--- config.mk ---
export PLATFORM = sky130hd
export DESIGN_NAME = truth_table_prober
export DESIGN_NICKNAME = d
export VERILOG_FILES = /design/src/rtl/truth_table_prober.sv
export SDC_FILE = /design/constraint.sdc
export NUM_CORES = 1
export LEC_CHECK = 0
export BUFFER_PORTS_ARGS = -buffer_cell sky130_fd_sc_hd__buf_2
export CAP_MARGIN = 40
export CORE_MARGIN = 2
export CORE_UTILIZATION = 35
export DETAILED_ROUTE_END_ITERATION = 8
export GPL_TIMING_DRIVEN = 0
export PLACE_DENSITY = 0.62
export SYNTH_ARGS = -nofsm -noshare
export SYNTH_HDL_FRONTEND = slang
export SYNTH_SLANG_ARGS = --single-unit
--- constraint.sdc ---
create_clock -name clk -period 2.37 [get_ports clk]
set_clock_uncertainty 0.2 [all_clocks]
set_input_delay 0.474 -clock clk [delete_from_list [all_inputs] [get_ports clk]]
set_output_delay 0.474 -clock clk [all_outputs]
set_load 0.02 [all_outputs]
--- src/rtl/truth_table_prober.sv ---
// truth_table_prober: walks every input combination of a small combinational DUT,
// captures its truth table and compares it with an expected table. Optional macro: PROBER_STOP_ON_FAIL_EN.
module truth_table_prober #(
  parameter int N_IN   = 2,
  parameter int SETTLE = 1
) (
  input  logic                    clk,
  input  logic                    rst_n,
  input  logic                    start,
  input  logic [(1<<N_IN)-1:0]    expected,
  output logic [N_IN-1:0]         dut_in,
  input  logic                    dut_out,
  output logic                    busy,
  output logic                    done,
  output logic [(1<<N_IN)-1:0]    table_out,
  output logic                    mismatch,
  output logic [N_IN-1:0]         fail_index
);

  localparam int TBL = 1 << N_IN;
  localparam logic [N_IN:0] LAST_IDX    = (N_IN+1)'(TBL - 1);
  localparam logic [3:0]    SETTLE_LAST = 4'(SETTLE - 1);

  typedef enum logic [1:0] {
    S_IDLE   = 2'd0,
    S_APPLY  = 2'd1,
    S_SAMPLE = 2'd2,
    S_DONE   = 2'd3
  } state_t;

  state_t              state_q, state_d;
  logic [3:0]          cnt_q, cnt_d;
  logic [N_IN:0]       idx_q, idx_d;
  logic [N_IN-1:0]     dut_in_q, dut_in_d;
  logic [TBL-1:0]      exp_q, exp_d;
  logic [TBL-1:0]      tbl_q, tbl_d;
  logic                mis_q, mis_d;
  logic [N_IN-1:0]     fidx_q, fidx_d;
  logic                busy_q, busy_d;
  logic                done_q, done_d;
  logic                fail_now_s;
  logic                stop_s;

  // Next-state and datapath update for the sweep FSM.
  always_comb begin
    state_d  = state_q;
    cnt_d    = cnt_q;
    idx_d    = idx_q;
    dut_in_d = dut_in_q;
    exp_d    = exp_q;
    tbl_d    = tbl_q;
    mis_d    = mis_q;
    fidx_d   = fidx_q;

    // Only the first failing index is recorded, so later mismatches are masked.
    fail_now_s = (dut_out != exp_q[idx_q[N_IN-1:0]]) && !mis_q;
`ifdef PROBER_STOP_ON_FAIL_EN
    stop_s = fail_now_s;
`else
    stop_s = 1'b0;
`endif

    case (state_q)
      S_IDLE: begin
        if (start) begin
          exp_d    = expected;
          tbl_d    = '0;
          mis_d    = 1'b0;
          fidx_d   = '0;
          idx_d    = '0;
          dut_in_d = '0;
          cnt_d    = 4'd0;
          state_d  = S_APPLY;
        end else begin
          state_d  = S_IDLE;
        end
      end
      S_APPLY: begin
        cnt_d = cnt_q + 4'd1;
        if (cnt_q == SETTLE_LAST) begin
          state_d = S_SAMPLE;
        end else begin
          state_d = S_APPLY;
        end
      end
      S_SAMPLE: begin
        tbl_d[idx_q[N_IN-1:0]] = dut_out;
        if (fail_now_s) begin
          mis_d  = 1'b1;
          fidx_d = idx_q[N_IN-1:0];
        end else begin
          mis_d  = mis_q;
        end
        if ((idx_q != LAST_IDX) && !stop_s) begin
          idx_d    = idx_q + (N_IN+1)'(1);
          dut_in_d = idx_d[N_IN-1:0];
          cnt_d    = 4'd0;
          state_d  = S_APPLY;
        end else begin
          state_d  = S_DONE;
        end
      end
      S_DONE: begin
        state_d = S_IDLE;
      end
      default: begin
        state_d = S_IDLE;
      end
    endcase

    busy_d = (state_d != S_IDLE);
    done_d = (state_d == S_DONE);
  end

  // State and result registers; reset clears everything including partial results.
  always_ff @(posedge clk or negedge rst_n) begin
    if (!rst_n) begin
      state_q  <= S_IDLE;
      cnt_q    <= 4'd0;
      idx_q    <= '0;
      dut_in_q <= '0;
      exp_q    <= '0;
      tbl_q    <= '0;
      mis_q    <= 1'b0;
      fidx_q   <= '0;
      busy_q   <= 1'b0;
      done_q   <= 1'b0;
    end else begin
      state_q  <= state_d;
      cnt_q    <= cnt_d;
      idx_q    <= idx_d;
      dut_in_q <= dut_in_d;
      exp_q    <= exp_d;
      tbl_q    <= tbl_d;
      mis_q    <= mis_d;
      fidx_q   <= fidx_d;
      busy_q   <= busy_d;
      done_q   <= done_d;
    end
  end

  assign dut_in     = dut_in_q;
  assign busy       = busy_q;
  assign done       = done_q;
  assign table_out  = tbl_q;
  assign mismatch   = mis_q;
  assign fail_index = fidx_q;

endmodule
==> impl_metrics.csv, run 1 <==
group,metric,value,unit
run_status,status,"complete, no violations",
yosys,ys_dominant_reg_cell,"dfrtp_1",
layout,fillers,316,
setup_path,rr_endpoint,"cnt_q[3]",
clocking,clk_pin_slew,130,ps
yosys,synth_warnings,0,
yosys,syn_area,1120,um^2
pwr,powerDensity,1100,nW/um^2
routing,ant_nets,0,
setup_path,cp.arrival,2230,ps
grt,grt_pass1_vias,773,
layout,nNetsFinal,135,
clocking,cts_tree,"built",
layout,regArea,551,um^2
timing,fin_crit,2210,ps
yosys,seq_area_frac_synth,49.1,%
timing,worst_pin_slew,610,ps
timing,fmax,0.452,GHz
setup_path,critical_path.cell_chain,"ha_1 > ha_1 > or2_0 > a221o_1 > a21o_1",
clocking,clk_latency,310,ps
layout,syn2layout_area_growth,17.1,%
routing,vias,795,
yosys,synth_edf_count,0,
layout,diodes,0,
run,maxCapViolCount,0,
yosys,synthTopCellsByArea,"dfrtp_1 49%, mux2_2 8.0%, ha_1 7.8%",
floorplan,start_util,36.8,%
clocking,clk_path_buf_depth,2,
timing,relSlewSlack,59.3,%
layout,multi_input_area,515,um^2
clocking,root_buffer,"clkbuf_4",
yosys,synth.top_cell.area_share,49.1,%
worst_hold_path,holdCritPathClass,"input pin to register",
yosys,syn_inst,96,
setup_path,crit_family,"compound AO/OA/AOI/OAI gates",
place,numPortBuffers,18,
routing,via_per_inst,4.88,
timing,rsz0062_at_grt,"no",
timing,finalCritPeriodShare,93.3,%
setup_path,cp.required,2390,ps
clocking,cts_sinks,22,
clocking,htree_levels,1,
place,placed_area,1270,um^2
layout,final_cells,163,
floorplan,row_count,20,
timing,setup_viol,0,
routing,drtIter0Drc,4,
grt,track_usage,13.3,%
floorplan,die_area,3680,um^2
worst_hold_path,hold_depth,2,
setup_path,cp_slowest_cell,"dfrtp_1",
yosys,syn-num-nets,111,
setup_path,cpMostUsedCell,"ha_1",
place,place_ws,168,ps
timing,report.final.slew_viol_count,0,
yosys,synth_cell_types,30,
pwr,leakage,0.649,nW
setup_path,r2r-start,"idx_q[0]",
grt,grt_antenna_before_repair,0,
yosys,ys_ff_latch,22,
grt,grt_max_degree,23,
routing,route.detailed.drc,0,
setup_path,rrSetupSlack,160,ps
place,gp_congestion,0.800,
worst_hold_path,min_delay_worst_endpoint,"exp_q[0]",
routing,wl_per_cell,12.8,um
place,dpl.cell_count,158,
timing,setup-tns-final,0,ps
setup_path,ff2ff_path_depth,5,
setup_path,critical_path_class,"register to register",
grt,grt_pass1_wl,3620,um
worst_hold_path,worstHoldStart,"expected[0]",
setup_path,crit_path_max_incr_delay,510,ps
floorplan,io_pins,19,
layout,layout-drive-gt1-share,30.3,%
setup_path,cp-end-kind,"register",
layout,fin_area,1310,um^2
yosys,yosysTopAreaCell,"dfrtp_1",
yosys,ys_async_sr_fraction,100,%
clocking,cts_buffers,3,
timing,worst_slack,159,ps
pwr,ir_drop,0.368,mV
yosys,syn_avg_cell_area,11.7,um^2
setup_path,critPathBufInv,0,
setup_path,worstSetupStartpointType,"register",
routing,dr.pass1.iters,2,
place,dp_hpwl,1540,um
grt,gr-total-overflow,0,
floorplan,die_h,60.6,um
floorplan,dieWidth,60.6,um
setup_path,crit_path_max_fanout,8,
timing,hold_viol,0,
routing,wirelength,2080,um
floorplan,core-area,3050,um^2
==> where the power goes <==
part	internal [mW]	switching [mW]	leakage, nW
registers	0.497	0.103	0.286
logic	0.295	0.336	0.342
clock network	0.0937	0.120	0.0210
total	0.886	0.559	0.649
==> cell families after synthesis <==
logic type	share of synthesized area (%)
flip-flops	49.1
AO/OA/AOI/OAI	13.3
AND/OR/NAND/NOR	10.9
buffers and inverters	5.02
multiplexers	13.9
adder cells (fa/ha/maj)	7.80
==> layout by cell type (no fill, tap or decap), types with 2 or more instances in the layout <==
cell type  synthesis  routed
buf_2              0      18
inv_1              8       8
o21ai_0            6       6
nor3_1             2       2
nand2_1            5       5
buf_4              2       2
nand2b_1           3       3
clkbuf_1           2       2
dfrtp_1           22      22
mux2_2             8       8
a21oi_1            3       3
a22o_1             6       6
a21o_1             2       2
ha_1               7       7
nor2b_1            2       2
clkbuf_4           0       3
mux2i_1            3       3
==> synthesized netlist by cell type (all sizes together) (2+ instances only) <==
| cell type | instances |
|---|---|
| nor3 | 2 |
| a21oi | 3 |
| nand2b | 3 |
| nand2 | 5 |
| nor3b | 2 |
| clkbuf | 2 |
| a22o | 7 |
| buf | 3 |
| inv | 8 |
| mux2i | 4 |
| dfrtp | 22 |
| ha | 7 |
| o21ai | 6 |
| nor2b | 2 |
| a21o | 2 |
| mux2 | 8 |
==> cell type report <==
cell class	count	share of cell area, %
plain buffers	5	2.00
repair buffers	19	7.62
multi-input cells	61	39.2
well taps	44	4.19
flip-flops and latches	22	41.9
clock buffers	4	2.76
inverters	8	2.29
==> through the flow <==
step	hold slack, ps	util, %	power (mW)
floorplan	-21.6	-	1.07
global placement	271	41.5	1.23
detailed placement	274	41.5	1.25
CTS	175	43.0	1.47
global route	165	43.0	1.58
finish	185	43.0	1.45
==> registers in the layout, summed over array words and instances (netlist names) <==
name / count
exp_q: 4
fail_index: 2
idx_q: 3
table_out: 4
done: 1
mismatch: 1
cnt_q: 4
busy: 1
state_q: 2
==> metal layers <==
| metal | GRT usage [%] | vias up | share of wire, % |
|---|---|---|---|
| met1 | 17.7 | 390 | 48 |
| met3 | 3.20 | 2 | 4.5 |
| met5 | 0 | - | 0 |
| met4 | 4.66 | 0 | 0.38 |
| li1 | - | 390 | - |
| met2 | 21.4 | 13 | 47 |
==> worst max path at each step <==
stage,from,endpoint,cells past startpoint
finish,idx_q[0],cnt_q[3],5
global route,idx_q[0],cnt_q[3],5
CTS,idx_q[0],cnt_q[3],5
detailed placement,idx_q[0],cnt_q[3],5
global placement,idx_q[0],cnt_q[3],5
floorplan,idx_q[0],cnt_q[3],5
==> what timing repair did <==
| item | CTS | global route |
|---|---|---|
| buffers inserted | 0 | 0 |
| endpoints found under the hold margin | 22 | 0 |
| hold buffers | 1 | 0 |
| gates resized for setup | 0 | 0 |
(Power assumes the default switching activity.)
==> run 2, diff against run 1 <==
- REMOVE_ABC_BUFFERS: not set -> 1
- TNS_END_PERCENT: not set -> 1
==> run 2 against run 1 <==
  * Combinational power down 12%
  * Non-clock buffer count down 5
  * Via count down 3.9%
  * Cell count down 3.7%
  * Critical path type unchanged
  * First-iteration DRC count rose to 8.8 times the previous value
  * Clock power down 19%
  * Worst hold slack better by 0.67 ps
  * Maximum frequency up 0.69%
  * Global-route usage down 0.89 points
  * Register-to-register slack better by 20 ps
  * Highest routed layer is now met3
==> impl_metrics.csv, run 2 (synthesis results as in run 1) <==
group,metric,value,unit
setup_path,cp.arrival,2210,ps
timing,timing.hold.ws,185,ps
clocking,root_buffer,"clkbuf_4",
layout,regArea,551,um^2
clocking,ctsResizeCount,0,
floorplan,dieWidth,60.6,um
timing,hold_viol,0,
grt,grt_max_degree,23,
clocking,post_cts_buffers,0,
setup_path,worstSetupStartpointType,"register",
floorplan,io_pins,19,
clocking,clk_path_buf_depth,2,
layout,syn2layout_area_growth,13.5,%
clocking,htree_levels,1,
clocking,cts_buffers,3,
run_status,status,"complete, no violations",
routing,via_per_inst,4.87,
timing,setup-tns-final,0,ps
routing,dr.pass1.iters,4,
place,numPortBuffers,18,
routing,ant_nets,0,
pwr,ir_drop,0.419,mV
setup_path,critical_path_class,"register to register",
place,gp_congestion,0.745,
grt,gr-total-overflow,0,
floorplan,start_util,36.8,%
layout,final_common_cell,"dfrtp_1",
layout,diodes,0,
floorplan,die_h,60.6,um
clocking,clk_pin_slew,120,ps
layout,multi_input_area,515,um^2
pwr,leakage,0.628,nW
grt,grt_antenna_before_repair,0,
setup_path,cp.required,2380,ps
place,dp_hpwl,1450,um
clocking,hold_buffers,1,
clocking,clk_latency,310,ps
layout,fillers,320,
routing,wl_per_cell,12.7,um
routing,vias,764,
layout,nNetsFinal,130,
run,maxCapViolCount,0,
timing,setup_viol,0,
routing,drtIter0Drc,35,
worst_hold_path,holdCritPathClass,"input pin to register",
timing,relSlewSlack,58.1,%
grt,grt_pass1_vias,751,
setup_path,crit_path_max_fanout,8,
grt,grt_pass1_wl,3470,um
timing,finalCritPeriodShare,92.7,%
grt,track_usage,12.5,%
floorplan,row_count,20,
timing,fmax,0.455,GHz
routing,route.detailed.drc,0,
floorplan,core-area,3050,um^2
pwr,finalPower,1.38,mW
timing,fin_crit,2200,ps
layout,utilization,41.7,%
pwr,powerDensity,1080,nW/um^2
routing,wirelength,2000,um
setup_path,cp-end-kind,"register",
floorplan,die_area,3680,um^2
timing,rsz0062_at_grt,"no",
layout,layout-drive-gt1-share,29.2,%
timing,worst_pin_slew,628,ps
timing,report.final.slew_viol_count,0,
layout,mostFrequentLayoutCells,"22 x dfrtp_1, 18 x buf_2, 8 x inv_1, 8 x mux2_2, 7 x ha_1",
clocking,cts_sinks,22,
clocking,cts_tree,"built",
run 2: worst paths after layout:
kind / start / slack [ps] / endpoint / cells past startpoint
setup / recovery: idx_q[0] / 170 / cnt_q[3] / 5
hold / removal: expected[0] / 190 / exp_q[0] / 2
setup reg to reg: idx_q[0] / 170 / cnt_q[3] / 5
hold reg to reg: exp_q[0] / 330 / exp_q[0] / 1
max in group asynchronous: rst_n / 1200 / cnt_q[3] / 2
min in group asynchronous: rst_n / 440 / table_out[3] / 2
run 2: worst max-delay path: stages, from the launching register on:
cell and delay, ps:
dfrtp_1 500, ha_1 280, ha_1 240, or2_0 330
a221o_1 380, a21o_1 170
run 2: per-stage QoR:
| stage | setup slack, ps | instance area, um^2 | instances |
|---|---|---|---|
| 6_report | 174 | 1270 | 157 |
| 3_3_place_gp | 205 | 1240 | 153 |
| 4_1_cts | 180 | 1270 | 157 |
| 5_1_grt | 78.7 | 1270 | 157 |
| 3_5_place_dp | 202 | 1240 | 153 |
| 2_1_floorplan | 280 | 1100 | 91 |
run 2: cell type report:
type / instances / share of cell area, %
flip-flops and latches: 22 / 43.2
inverters: 8 / 2.36
repair buffers: 19 / 7.86
clock buffers: 3 / 1.77
multi-input cells: 61 / 40.5
well taps: 44 / 4.32
run 2: where the power goes:
| group | internal [mW] | switching [mW] |
|---|---|---|
| registers | 0.497 | 0.147 |
| logic | 0.273 | 0.286 |
| clock network | 0.0594 | 0.115 |
run 2: layer usage:
metal | wire [um] | vias to the layer above | GRT usage (%)
met5 | 0 | - | 0
met4 | 0 | 0 | 1.86
met3 | 89 | 0 | 3.84
met2 | 923 | 14 | 18.7
met1 | 983 | 378 | 18.1
li1 | - | 372 | -
==> run 3, diff against run 2 <==
- CELL_PAD_IN_SITES_DETAIL_PLACEMENT: not set -> 1
- CELL_PAD_IN_SITES_GLOBAL_PLACEMENT: not set -> 2
- GPL_TIMING_DRIVEN: 0 -> not set
- PLACE_DENSITY: 0.62 -> 0.84
==> run 3 against run 2 <==
  * Clock power up 19%
  * Non-clock buffer count up 2
  * Utilization up 0.94 points
  * Via count up 4.1%
  * Combinational power up 8.8%
  * Final area up 2.3%
  * Count of clock-buffer cells in the layout up 1
  * Worst setup slack better by 71 ps
  * Critical path depth unchanged
  * Register-to-register slack better by 70 ps
==> impl_metrics.csv, run 3 (synthesis results as in run 1) <==
group,metric,value,unit
layout,final_cells,160,
pwr,ir_drop,0.545,mV
grt,track_usage,14.1,%
clocking,clk_path_buf_depth,2,
setup_path,ff2ff_path_depth,5,
layout,fin_area,1300,um^2
layout,nNetsFinal,132,
grt,grt_use_met2,23.5,%
place,dp_hpwl,1740,um
worst_hold_path,holdCritPathClass,"input pin to register",
timing,rsz0062_at_grt,"no",
clocking,cts_tree,"built",
setup_path,critPathBufInv,0,
timing,fin_crit,2120,ps
grt,grt_max_degree,23,
pwr,leakage,0.646,nW
floorplan,io_pins,19,
pwr,finalPower,1.44,mW
timing,setup_viol,0,
floorplan,die_area,3680,um^2
setup_path,cp.required,2380,ps
layout,regArea,551,um^2
routing,route.detailed.drc,0,
floorplan,dieWidth,60.6,um
routing,vias,795,
setup_path,cp.arrival,2140,ps
timing,fmax,0.471,GHz
floorplan,start_util,36.8,%
floorplan,row_count,20,
routing,via_per_inst,4.97,
routing,drtIter0Drc,40,
timing,setup-tns-final,0,ps
routing,wirelength,2270,um
clocking,post_cts_buffers,0,
setup_path,cp_slowest_cell,"dfrtp_1",
setup_path,crit_path_max_fanout,7,
setup_path,worstSetupStartpointType,"register",
layout,fillers,357,
setup_path,crit_path_max_incr_delay,490,ps
setup_path,critical_path_class,"register to register",
layout,multi_input_area,515,um^2
timing,finalCritPeriodShare,89.7,%
clocking,cts_sinks,22,
timing,worst_pin_slew,624,ps
grt,grt_pass1_wl,3820,um
clocking,htree_levels,1,
place,placed_area,1260,um^2
floorplan,die_h,60.6,um
clocking,clk_latency,300,ps
routing,dr.pass1.iters,4,
worst_hold_path,hold_depth,2,
layout,mostFrequentLayoutCells,"22 x dfrtp_1, 18 x buf_2, 8 x inv_1, 8 x mux2_2, 7 x ha_1",
setup_path,cpMostUsedCell,"ha_1",
layout,syn2layout_area_growth,16.1,%
routing,ant_nets,0,
layout,utilization,42.7,%
grt,gr-usage-met1,18.1,%
pwr,powerDensity,1100,nW/um^2
grt,gr-total-overflow,0,
run,maxCapViolCount,0,
layout,diodes,0,
grt,met3_usage,5.12,%
timing,relSlewSlack,58.3,%
clocking,root_buffer,"clkbuf_4",
timing,report.final.slew_viol_count,0,
setup_path,critical_path.cell_chain,"ha_1 > ha_1 > or2_0 > a221o_1 > a21o_1",
clocking,cts_buffers,3,
place,place_ws,259,ps
timing,timing.hold.ws,193,ps
setup_path,crit_family,"compound AO/OA/AOI/OAI gates",
layout,final_common_cell,"dfrtp_1",
place,gp_congestion,0.771,
place,dpl.cell_count,155,
place,numPortBuffers,18,
layout,layout-drive-gt1-share,31.0,%
run_status,status,"complete, no violations",
floorplan,core-area,3050,um^2
clocking,clk_pin_slew,120,ps
grt,busiest_layer,"met2",
timing,hold_viol,0,
grt,grt_antenna_before_repair,0,
timing,worst_slack,245,ps
grt,grt_pass1_vias,849,
setup_path,cp-end-kind,"register",
setup_path,crit_cells,5,
routing,wl_per_cell,14.2,um
run 3: cell types whose count changed in the layout (fill, tap and decap cells not counted):
cell,before,now
clkbuf_8,0,1
buf_4,0,2
run 3: timing repair:
action / CTS / global route
endpoints found under the hold margin: 22 / 0
hold buffers: 1 / 0
endpoints found under the setup margin: 0 / 0
gates resized for setup: 0 / 0
run 3: final timing paths:
path                             startpoint            to  slack (ps)
worst min register to register     cnt_q[2]      cnt_q[2]         320
worst max-delay path               idx_q[1]      cnt_q[3]         250
max in group asynchronous             rst_n      cnt_q[3]        1190
min in group asynchronous             rst_n  table_out[3]         450
worst max register to register     idx_q[1]      cnt_q[3]         250
worst min-delay path            expected[3]      exp_q[3]         190
run 3: area by class of cell:
| cell class | instances | share of cell area [%] |
|---|---|---|
| multi-input cells | 61 | 39.6 |
| clock buffers | 4 | 2.79 |
| flip-flops and latches | 22 | 42.3 |
| well taps | 44 | 4.23 |
| inverters | 8 | 2.31 |
| repair buffers | 21 | 8.84 |
run 3: routing by layer:
metal,share of wire [%],vias to the layer above
li1,-,382
met1,45,402
met2,52,11
met3,3.4,0
met4,0,0
met5,0,-
run 3: where the power goes:
part	switching [mW]	internal, mW
Clock	0.113	0.0938
Combinational	0.321	0.287
Sequential	0.128	0.497
